===== src/rtl/mem_stage_if.sv =====
// Data-memory bus between the MEM stage (master) and the data memory (slave).
// Request fields are registered by the master and held until ack.
// Slave completes a request by raising ack for one cycle; rdata is valid with ack on reads.
interface mem_stage_if;
    logic        req;
    logic        we;
    logic [31:0] addr;
    logic [31:0] wdata;
    logic [3:0]  be;
    logic        ack;
    logic [31:0] rdata;

    modport master (
        output req, we, addr, wdata, be,
        input  ack, rdata
    );

    modport slave (
        input  req, we, addr, wdata, be,
        output ack, rdata
    );
endinterface


===== src/rtl/mem_stage.sv =====
// Purpose: MEM pipeline stage; loads/stores over a req/ack bus, branch redirect, MEM/WB register.
// Latency: non-memory op 1 cycle to wb_*; memory op req 1 cycle after accept, wb_* on edge after ack.
// Backpressure: mem_stall holds upstream while an access is pending; MEM_MISALIGN_TRAP_EN enables traps.
module mem_stage (
    input  logic        clk,
    input  logic        rst,
    input  logic        ex_valid,
    input  logic [31:0] ex_alu_result,
    input  logic [31:0] ex_store_data,
    input  logic [4:0]  ex_rd,
    input  logic        ex_reg_write,
    input  logic        ex_mem_read,
    input  logic        ex_mem_write,
    input  logic [2:0]  ex_funct3,
    input  logic        ex_branch,
    input  logic        ex_zero,
    input  logic [31:0] ex_branch_target,
    output logic        mem_stall,
    output logic        npc_control,
    output logic [31:0] branch_pc,
    mem_stage_if.master dmem,
    output logic        wb_valid,
    output logic [4:0]  wb_rd,
    output logic        wb_reg_write,
    output logic [31:0] wb_data,
    output logic        misalign_trap
);

    typedef enum logic {
        IDLE   = 1'b0,
        ACCESS = 1'b1
    } state_t;

    state_t state;
    state_t state_nxt;

    // funct3[1:0] encodes access size (00 byte, 01 half, else word); funct3[2] means unsigned
    logic [1:0]  size;
    logic        is_mem;
    logic        trap_take;
    logic        start_cond;
    logic [1:0]  lane;
    logic [3:0]  be_nxt;
    logic [31:0] wdata_nxt;

    // context of the access in flight, captured when the request is issued
    logic [4:0]  acc_rd;
    logic        acc_reg_write;
    logic        acc_load;
    logic [2:0]  acc_funct3;
    logic [1:0]  acc_lane;
    logic [31:0] acc_result;
    logic [31:0] rdata_shifted;
    logic [31:0] load_data;

    assign size   = ex_funct3[1:0];
    assign is_mem = ex_mem_read | ex_mem_write;

`ifdef MEM_MISALIGN_TRAP_EN
    logic misaligned;
    assign misaligned = ((size == 2'b01) & ex_alu_result[0]) |
                        (size[1] & (ex_alu_result[1:0] != 2'b00));
    assign trap_take  = ex_valid & is_mem & misaligned;
`else
    assign trap_take  = 1'b0;
`endif

    assign start_cond = ex_valid & is_mem & ~trap_take;

    // Lane offset and byte-lane encoding; offsets are forced to natural alignment
    always_comb begin
        lane      = 2'b00;
        be_nxt    = 4'b1111;
        wdata_nxt = ex_store_data;
        case (size)
            2'b00: begin
                lane      = ex_alu_result[1:0];
                be_nxt    = 4'b0001 << ex_alu_result[1:0];
                wdata_nxt = {4{ex_store_data[7:0]}};
            end
            2'b01: begin
                lane      = {ex_alu_result[1], 1'b0};
                be_nxt    = 4'b0011 << {ex_alu_result[1], 1'b0};
                wdata_nxt = {2{ex_store_data[15:0]}};
            end
            default: begin
                lane      = 2'b00;
                be_nxt    = 4'b1111;
                wdata_nxt = ex_store_data;
            end
        endcase
    end

    // FSM state register
    always_ff @(posedge clk) begin
        if (rst) state <= IDLE;
        else     state <= state_nxt;
    end

    // FSM next state: enter ACCESS on an accepted memory op, leave on ack
    always_comb begin
        state_nxt = state;
        case (state)
            IDLE:    if (start_cond) state_nxt = ACCESS;
            ACCESS:  if (dmem.ack)   state_nxt = IDLE;
            default: state_nxt = IDLE;
        endcase
    end

    // FSM output: stall while a memory op waits to issue or waits for ack
    always_comb begin
        mem_stall = 1'b0;
        if (!rst) begin
            case (state)
                IDLE:    mem_stall = start_cond;
                ACCESS:  mem_stall = ~dmem.ack;
                default: mem_stall = 1'b0;
            endcase
        end
    end

    // Request register: load on issue, hold through ACCESS, drop on ack
    always_ff @(posedge clk) begin
        if (rst) begin
            dmem.req   <= 1'b0;
            dmem.we    <= 1'b0;
            dmem.addr  <= 32'h0;
            dmem.wdata <= 32'h0;
            dmem.be    <= 4'h0;
        end else if (state == IDLE && start_cond) begin
            dmem.req   <= 1'b1;
            dmem.we    <= ex_mem_write;
            dmem.addr  <= {ex_alu_result[31:2], 2'b00};
            dmem.wdata <= wdata_nxt;
            dmem.be    <= be_nxt;
        end else if (state == ACCESS && dmem.ack) begin
            dmem.req   <= 1'b0;
            dmem.we    <= 1'b0;
        end
    end

    // Capture the in-flight access context so write-back does not depend on upstream holding
    always_ff @(posedge clk) begin
        if (rst) begin
            acc_rd        <= 5'd0;
            acc_reg_write <= 1'b0;
            acc_load      <= 1'b0;
            acc_funct3    <= 3'd0;
            acc_lane      <= 2'd0;
            acc_result    <= 32'h0;
        end else if (state == IDLE && start_cond) begin
            acc_rd        <= ex_rd;
            acc_reg_write <= ex_reg_write & ex_mem_read;
            acc_load      <= ex_mem_read;
            acc_funct3    <= ex_funct3;
            acc_lane      <= lane;
            acc_result    <= ex_alu_result;
        end
    end

    // Load extract: shift the addressed lane down, then sign/zero extend by funct3
    always_comb begin
        rdata_shifted = dmem.rdata >> {acc_lane, 3'b000};
        case (acc_funct3)
            3'b000:  load_data = {{24{rdata_shifted[7]}}, rdata_shifted[7:0]};
            3'b100:  load_data = {24'h0, rdata_shifted[7:0]};
            3'b001:  load_data = {{16{rdata_shifted[15]}}, rdata_shifted[15:0]};
            3'b101:  load_data = {16'h0, rdata_shifted[15:0]};
            default: load_data = rdata_shifted;
        endcase
    end

    // MEM/WB register: ALU ops and traps in IDLE, memory results on the ack edge, bubbles otherwise
    always_ff @(posedge clk) begin
        if (rst) begin
            wb_valid     <= 1'b0;
            wb_rd        <= 5'd0;
            wb_reg_write <= 1'b0;
            wb_data      <= 32'h0;
        end else if (state == ACCESS) begin
            if (dmem.ack) begin
                wb_valid     <= 1'b1;
                wb_rd        <= acc_rd;
                wb_reg_write <= acc_reg_write;
                wb_data      <= acc_load ? load_data : acc_result;
            end else begin
                wb_valid     <= 1'b0;
                wb_reg_write <= 1'b0;
            end
        end else if (ex_valid && !start_cond) begin
            wb_valid     <= 1'b1;
            wb_rd        <= ex_rd;
            wb_reg_write <= ex_reg_write & ~trap_take;
            wb_data      <= ex_alu_result;
        end else begin
            wb_valid     <= 1'b0;
            wb_reg_write <= 1'b0;
        end
    end

    // Branch redirect: one-cycle pulse, target held between redirects
    always_ff @(posedge clk) begin
        if (rst) begin
            npc_control <= 1'b0;
            branch_pc   <= 32'h0;
        end else begin
            npc_control <= (state == IDLE) & ex_valid & ex_branch & ex_zero;
            if (state == IDLE && ex_valid && ex_branch && ex_zero)
                branch_pc <= ex_branch_target;
        end
    end

`ifdef MEM_MISALIGN_TRAP_EN
    // Misaligned-access pulse, raised alongside the non-writing wb slot
    always_ff @(posedge clk) begin
        if (rst) misalign_trap <= 1'b0;
        else     misalign_trap <= (state == IDLE) & trap_take;
    end
`else
    assign misalign_trap = 1'b0;
`endif

endmodule


===== src/flat_wrapper.sv =====
// flat-port wrapper written by rule: the top's interface ports become plain ports
module mem_stage_flat 
  (clk, rst, ex_valid, ex_alu_result, ex_store_data, ex_rd, ex_reg_write, ex_mem_read, ex_mem_write, ex_funct3, ex_branch, ex_zero, ex_branch_target, mem_stall, npc_control, branch_pc, wb_valid, wb_rd, wb_reg_write, wb_data, misalign_trap, dmem_req, dmem_we, dmem_addr, dmem_wdata, dmem_be, dmem_ack, dmem_rdata);
  mem_stage_if dmem_i ();
  input  logic clk;
  input  logic rst;
  input  logic ex_valid;
  input  logic [31:0] ex_alu_result;
  input  logic [31:0] ex_store_data;
  input  logic [4:0] ex_rd;
  input  logic ex_reg_write;
  input  logic ex_mem_read;
  input  logic ex_mem_write;
  input  logic [2:0] ex_funct3;
  input  logic ex_branch;
  input  logic ex_zero;
  input  logic [31:0] ex_branch_target;
  output logic mem_stall;
  output logic npc_control;
  output logic [31:0] branch_pc;
  output logic wb_valid;
  output logic [4:0] wb_rd;
  output logic wb_reg_write;
  output logic [31:0] wb_data;
  output logic misalign_trap;
  output wire logic [$bits(dmem_i.req)-1:0] dmem_req;
  output wire logic [$bits(dmem_i.we)-1:0] dmem_we;
  output wire logic [$bits(dmem_i.addr)-1:0] dmem_addr;
  output wire logic [$bits(dmem_i.wdata)-1:0] dmem_wdata;
  output wire logic [$bits(dmem_i.be)-1:0] dmem_be;
  input wire logic [$bits(dmem_i.ack)-1:0] dmem_ack;
  input wire logic [$bits(dmem_i.rdata)-1:0] dmem_rdata;
  assign dmem_req = dmem_i.req;
  assign dmem_we = dmem_i.we;
  assign dmem_addr = dmem_i.addr;
  assign dmem_wdata = dmem_i.wdata;
  assign dmem_be = dmem_i.be;
  assign dmem_i.ack = dmem_ack;
  assign dmem_i.rdata = dmem_rdata;
  mem_stage u_core (.clk(clk), .rst(rst), .ex_valid(ex_valid), .ex_alu_result(ex_alu_result), .ex_store_data(ex_store_data), .ex_rd(ex_rd), .ex_reg_write(ex_reg_write), .ex_mem_read(ex_mem_read), .ex_mem_write(ex_mem_write), .ex_funct3(ex_funct3), .ex_branch(ex_branch), .ex_zero(ex_zero), .ex_branch_target(ex_branch_target), .mem_stall(mem_stall), .npc_control(npc_control), .branch_pc(branch_pc), .dmem(dmem_i), .wb_valid(wb_valid), .wb_rd(wb_rd), .wb_reg_write(wb_reg_write), .wb_data(wb_data), .misalign_trap(misalign_trap));
endmodule

===== config.mk =====
export PLATFORM = sky130hd
export DESIGN_NAME = mem_stage_flat
export DESIGN_NICKNAME = d
export VERILOG_FILES = /design/src/rtl/mem_stage_if.sv /design/src/rtl/mem_stage.sv /design/src/flat_wrapper.sv
export SDC_FILE = /design/constraint.sdc
export NUM_CORES = 1
export LEC_CHECK = 0
export BUFFER_PORTS_ARGS = -buffer_cell sky130_fd_sc_hd__buf_2
export CAP_MARGIN = 20
export CORE_ASPECT_RATIO = 2
export CORE_UTILIZATION = 49
export DETAILED_ROUTE_END_ITERATION = 16
export GPL_TIMING_DRIVEN = 0
export PLACE_DENSITY_LB_ADDON = 0.25
export SLEW_MARGIN = 0
export SYNTH_ARGS = -nofsm -noshare
export SYNTH_HDL_FRONTEND = slang
export SYNTH_SLANG_ARGS = --single-unit

===== constraint.sdc =====
create_clock -name clk -period 2.25 [get_ports clk]
set_input_delay 0.1125 -clock clk [delete_from_list [all_inputs] [get_ports clk]]
set_output_delay 0.1125 -clock clk [all_outputs]
set_load 0.02 [all_outputs]

==> flow_metrics.py <==
metrics = {
    "synth": {
        "yosysWarnings": 0,
        "ys_dominant_reg_cell": "sky130_fd_sc_hd__dfxtp_1",
        "synthDistinctLibCells": 39,
        "yosys_register_bits": 155,
        "syn-instance-count": 880,
        "fraction_of_the_yosys_area_taken_by_sequential_cells_pct": 42.57,
        "postSynth.asyncResetShare_pct": 0,
        "synth.cell_area_sq_um": 7289,
        "number_of_enable_flip_flop_cells_after_synthesis": 0,
        "syn-mean-instance-area_sq_um": 8.284,
    },
    "placement": {
        "io_buffer_count": 284,
        "gp_congestion": 0.9571,
        "place.detailed.hpwl_um": 19500,
        "place_area_sq_um": 8959,
    },
    "global_routing": {
        "grt_start_max_net_pins": 17,
        "grt_pass1_vias": 8263,
        "globalRouteOverflowTotal": 0,
        "grt_pass1_wl_um": 41490,
        "groute.usage.overall_pct": 35.27,
        "antenna_found_initial": 2,
    },
    "floorplanning": {
        "coreArea_sq_um": 14430,
        "dieWidth_um": 88.25,
        "initial_utilization_pct": 50.52,
        "top_level_ports": 289,
        "fp.dieH_um": 174.5,
        "die_footprint_sq_um": 15400,
        "core_rows": 62,
    },
    "clocking": {
        "cts-buffers-inserted": 17,
        "cts_buffer_depth": 2,
        "cts_root_buffer": "sky130_fd_sc_hd__clkbuf_16",
        "cts_post_setup_buffers_inserted": 0,
        "clock_tree_from_tritoncts": "yes",
        "worst_skew_pair.late_latency_ns": 0.42,
        "clkSlewWorstSetupHoldPaths_ns": 0.06,
        "cts.htree.levels": 4,
        "clock_sinks": 155,
    },
    "route": {
        "ant_nets": 0,
        "drt-pass1-iter-count": 7,
        "via_per_inst": 5.520,
        "detail_route.iter0.violations": 503,
        "drt-wirelength-per-cell_um": 18.29,
        "drc_violations_left": 0,
        "postRouteWirelength_um": 26980,
        "routed-via-count": 8142,
    },
    "sta": {
        "max_slew_margin_pct": 49.18,
        "final_min_period_over_clock_period_pct": 93.93,
        "rsz0062_at_grt": "no",
        "timing_hold_violations_final": 0,
        "setup_viol": 0,
        "finalHoldWorstSlack_ns": 0.01292,
        "setup_total_negative_slack_ns": 0,
        "final_max_slew_viol_count": 0,
        "max_slew.worst_pin.slew_ns": 0.7596,
        "timing.clock.skew_ns": 0.008925,
        "fmax_mhz": 473.2,
        "finalCriticalPeriod_ns": 2.113,
    },
    "worst_hold_path": {
        "hold_path.class": "primary input to register",
    },
    "power": {
        "netSwitchingFraction_pct": 28.31,
        "seqPwrFrac_pct": 39.1,
        "post-layout-total-power_uw": 7699,
        "p_clk_share_pct": 41.9,
        "p_per_area_nw_per_um2": 735.5,
        "vdd.ir_drop.worst_mv": 0.5816,
        "comb_power_share_pct": 19.0,
        "switching_power_uw": 2179,
        "internal_uw": 5520,
        "cellLeakagePower_uw": 0.004585,
    },
    "setup_path": {
        "worstPathMaxFanout": 10,
        "critPathLaunchType": "register",
        "worstSetupEndpointType": "register",
        "timing_worst_setup_path_type": "register to register",
        "critPathRequiredTime_ns": 2.52,
        "critical_path_arrival_ns": 2.38,
    },
    "job": {
        "cap_violations": 0,
    },
    "layout": {
        "layout_utilization_pct": 72.55,
        "layout_common_cells": "sky130_fd_sc_hd__buf_2, sky130_fd_sc_hd__nand2_1, sky130_fd_sc_hd__dfxtp_1",
        "finalInstanceArea_sq_um": 10470,
        "leading_cell_type_in_the_layout_fill_and_taps_excluded": "sky130_fd_sc_hd__buf_2",
        "number_of_fill_cells_in_the_layout": 1176,
        "area_growth_syn_to_layout_pct": 43.60,
        "nets": 1413,
        "drive_above_1_share_pct": 33.33,
    },
    "outcome": {
        "outcome": "completed",
    },
}
[state kept, by name (all words and copies together), names as in the netlist]
| name | flops |
|---|---|
| u_core.acc_funct3 | 3 |
| u_core.acc_lane | 2 |
| u_core.acc_load | 1 |
| u_core.acc_rd | 5 |
| u_core.acc_reg_write | 1 |
| u_core.acc_result | 31 |
| u_core.branch_pc | 32 |
| u_core.dmem.addr | 1 |
| u_core.dmem.be | 4 |
| u_core.dmem.req | 1 |
| u_core.dmem.wdata | 32 |
| u_core.dmem.we | 1 |
| u_core.npc_control | 1 |
| u_core.state | 1 |
| u_core.wb_data | 32 |
| u_core.wb_rd | 5 |
| u_core.wb_reg_write | 1 |
| u_core.wb_valid | 1 |
[cells by family after synthesis]
family	share of synthesized area, %
AND/OR/NAND/NOR	17.75
flip-flops	42.57
other	0.05144
buffers and inverters	8.153
multiplexers	8.599
AO/OA/AOI/OAI	22.88
[layer usage]
metal	global-route usage, %	up-vias	share of wire, %
li1	-	3849	-
met1	34.55	3752	34
met2	62.24	422	53
met3	8.167	119	6.6
met4	25.47	0	6.5
met5	0	-	0
[layout make-up]
cell class / instances / area, sq um / share of cell area [%]
sequential: 155 / 3103 / 29.64
buffer: 112 / 596.8 / 5.702
timing repair buffer: 367 / 2252 / 21.52
inverter: 1 / 3.754 / 0.03586
clock buffer: 19 / 442.9 / 4.231
clock inverter: 13 / 212.7 / 2.032
antenna: 2 / 5.005 / 0.04781
tap: 192 / 240.2 / 2.295
multi-input combinational: 614 / 3611 / 34.50
[power groups by stage]
stage / logic (uW) / registers, uW / clock network [uW]
2_1_floorplan: 669 / 3180 / 0
4_1_cts: 1440 / 3000 / 3230
3_3_place_gp: 1310 / 3060 / 0
6_report: 1470 / 3010 / 3220
5_1_grt: 1580 / 3020 / 3350
3_5_place_dp: 1320 / 3070 / 0
[Yosys cell counts, types with 2 or more instances]
cell	instances	area, sq um
sky130_fd_sc_hd__a211oi_1	15	112.6
sky130_fd_sc_hd__a221oi_1	20	175.2
sky130_fd_sc_hd__or2_2	23	143.9
sky130_fd_sc_hd__mux2_2	7	78.83
sky130_fd_sc_hd__a21o_1	2	15.01
sky130_fd_sc_hd__buf_6	2	22.52
sky130_fd_sc_hd__nand3_1	2	10.01
sky130_fd_sc_hd__buf_1	5	18.77
sky130_fd_sc_hd__nor2b_1	8	50.05
sky130_fd_sc_hd__o21ai_0	25	125.1
sky130_fd_sc_hd__a221oi_2	9	135.1
sky130_fd_sc_hd__a21oi_1	100	500.5
sky130_fd_sc_hd__o311ai_0	22	192.7
sky130_fd_sc_hd__o2bb2ai_1	7	61.31
sky130_fd_sc_hd__a311oi_2	2	30.03
sky130_fd_sc_hd__buf_4	34	255.2
sky130_fd_sc_hd__nor3_1	5	25.02
sky130_fd_sc_hd__a22oi_1	23	172.7
sky130_fd_sc_hd__mux4_2	7	157.7
sky130_fd_sc_hd__or3_1	2	12.51
sky130_fd_sc_hd__a311oi_1	9	78.83
sky130_fd_sc_hd__nand2_1	233	874.6
sky130_fd_sc_hd__nand2b_1	2	12.51
sky130_fd_sc_hd__dfxtp_1	155	3103
sky130_fd_sc_hd__buf_2	22	110.1
sky130_fd_sc_hd__nor2_1	37	138.9
sky130_fd_sc_hd__mux2i_1	39	390.4
sky130_fd_sc_hd__a32oi_1	2	17.52
sky130_fd_sc_hd__o2111ai_1	2	17.52
sky130_fd_sc_hd__clkbuf_1	49	183.9
sky130_fd_sc_hd__and2_1	2	12.51
[metrics by stage]
stage,cells,setup WS [ns]
3_5_place_dp,1358,0.05899
4_1_cts,1473,0.04527
6_report,1475,0.1366
2_1_floorplan,882,0.5444
5_1_grt,1475,0.03290
3_3_place_gp,1358,0.06957
[what timing repair did]
item | in CTS | in global routing
pin swaps | 0 | 0
hold endpoints to repair | 84 | 0
hold buffers | 83 | 0
resized for setup | 1 | 8
setup endpoints to repair | 1 | 15
[worst max-delay path, stage by stage (launching register included)]
cell and delay (ns):
sky130_fd_sc_hd__dfxtp_1 0.32, sky130_fd_sc_hd__clkbuf_1 0.38, sky130_fd_sc_hd__and2_1 0.22, sky130_fd_sc_hd__a222oi_1 0.14, sky130_fd_sc_hd__a311oi_4 0.55, sky130_fd_sc_hd__buf_6 0.25
sky130_fd_sc_hd__a311oi_2 0.10
[final timing paths]
path,slack [ns],start,depth (start not counted),end
worst max-delay path,0.14,u_core.acc_load$_SDFFE_PP0N_,6,u_core.wb_data[31]$_SDFFE_PP0P_
worst min-delay path,0.01,ex_store_data[0],3,u_core.dmem.wdata[0]$_SDFFE_PP0N_
worst max register to register,0.14,u_core.acc_load$_SDFFE_PP0N_,6,u_core.wb_data[31]$_SDFFE_PP0P_
worst min register to register,0.45,u_core.branch_pc[22]$_SDFFE_PP0P_,2,u_core.branch_pc[22]$_SDFFE_PP0P_
(Power assumes the default switching activity.)
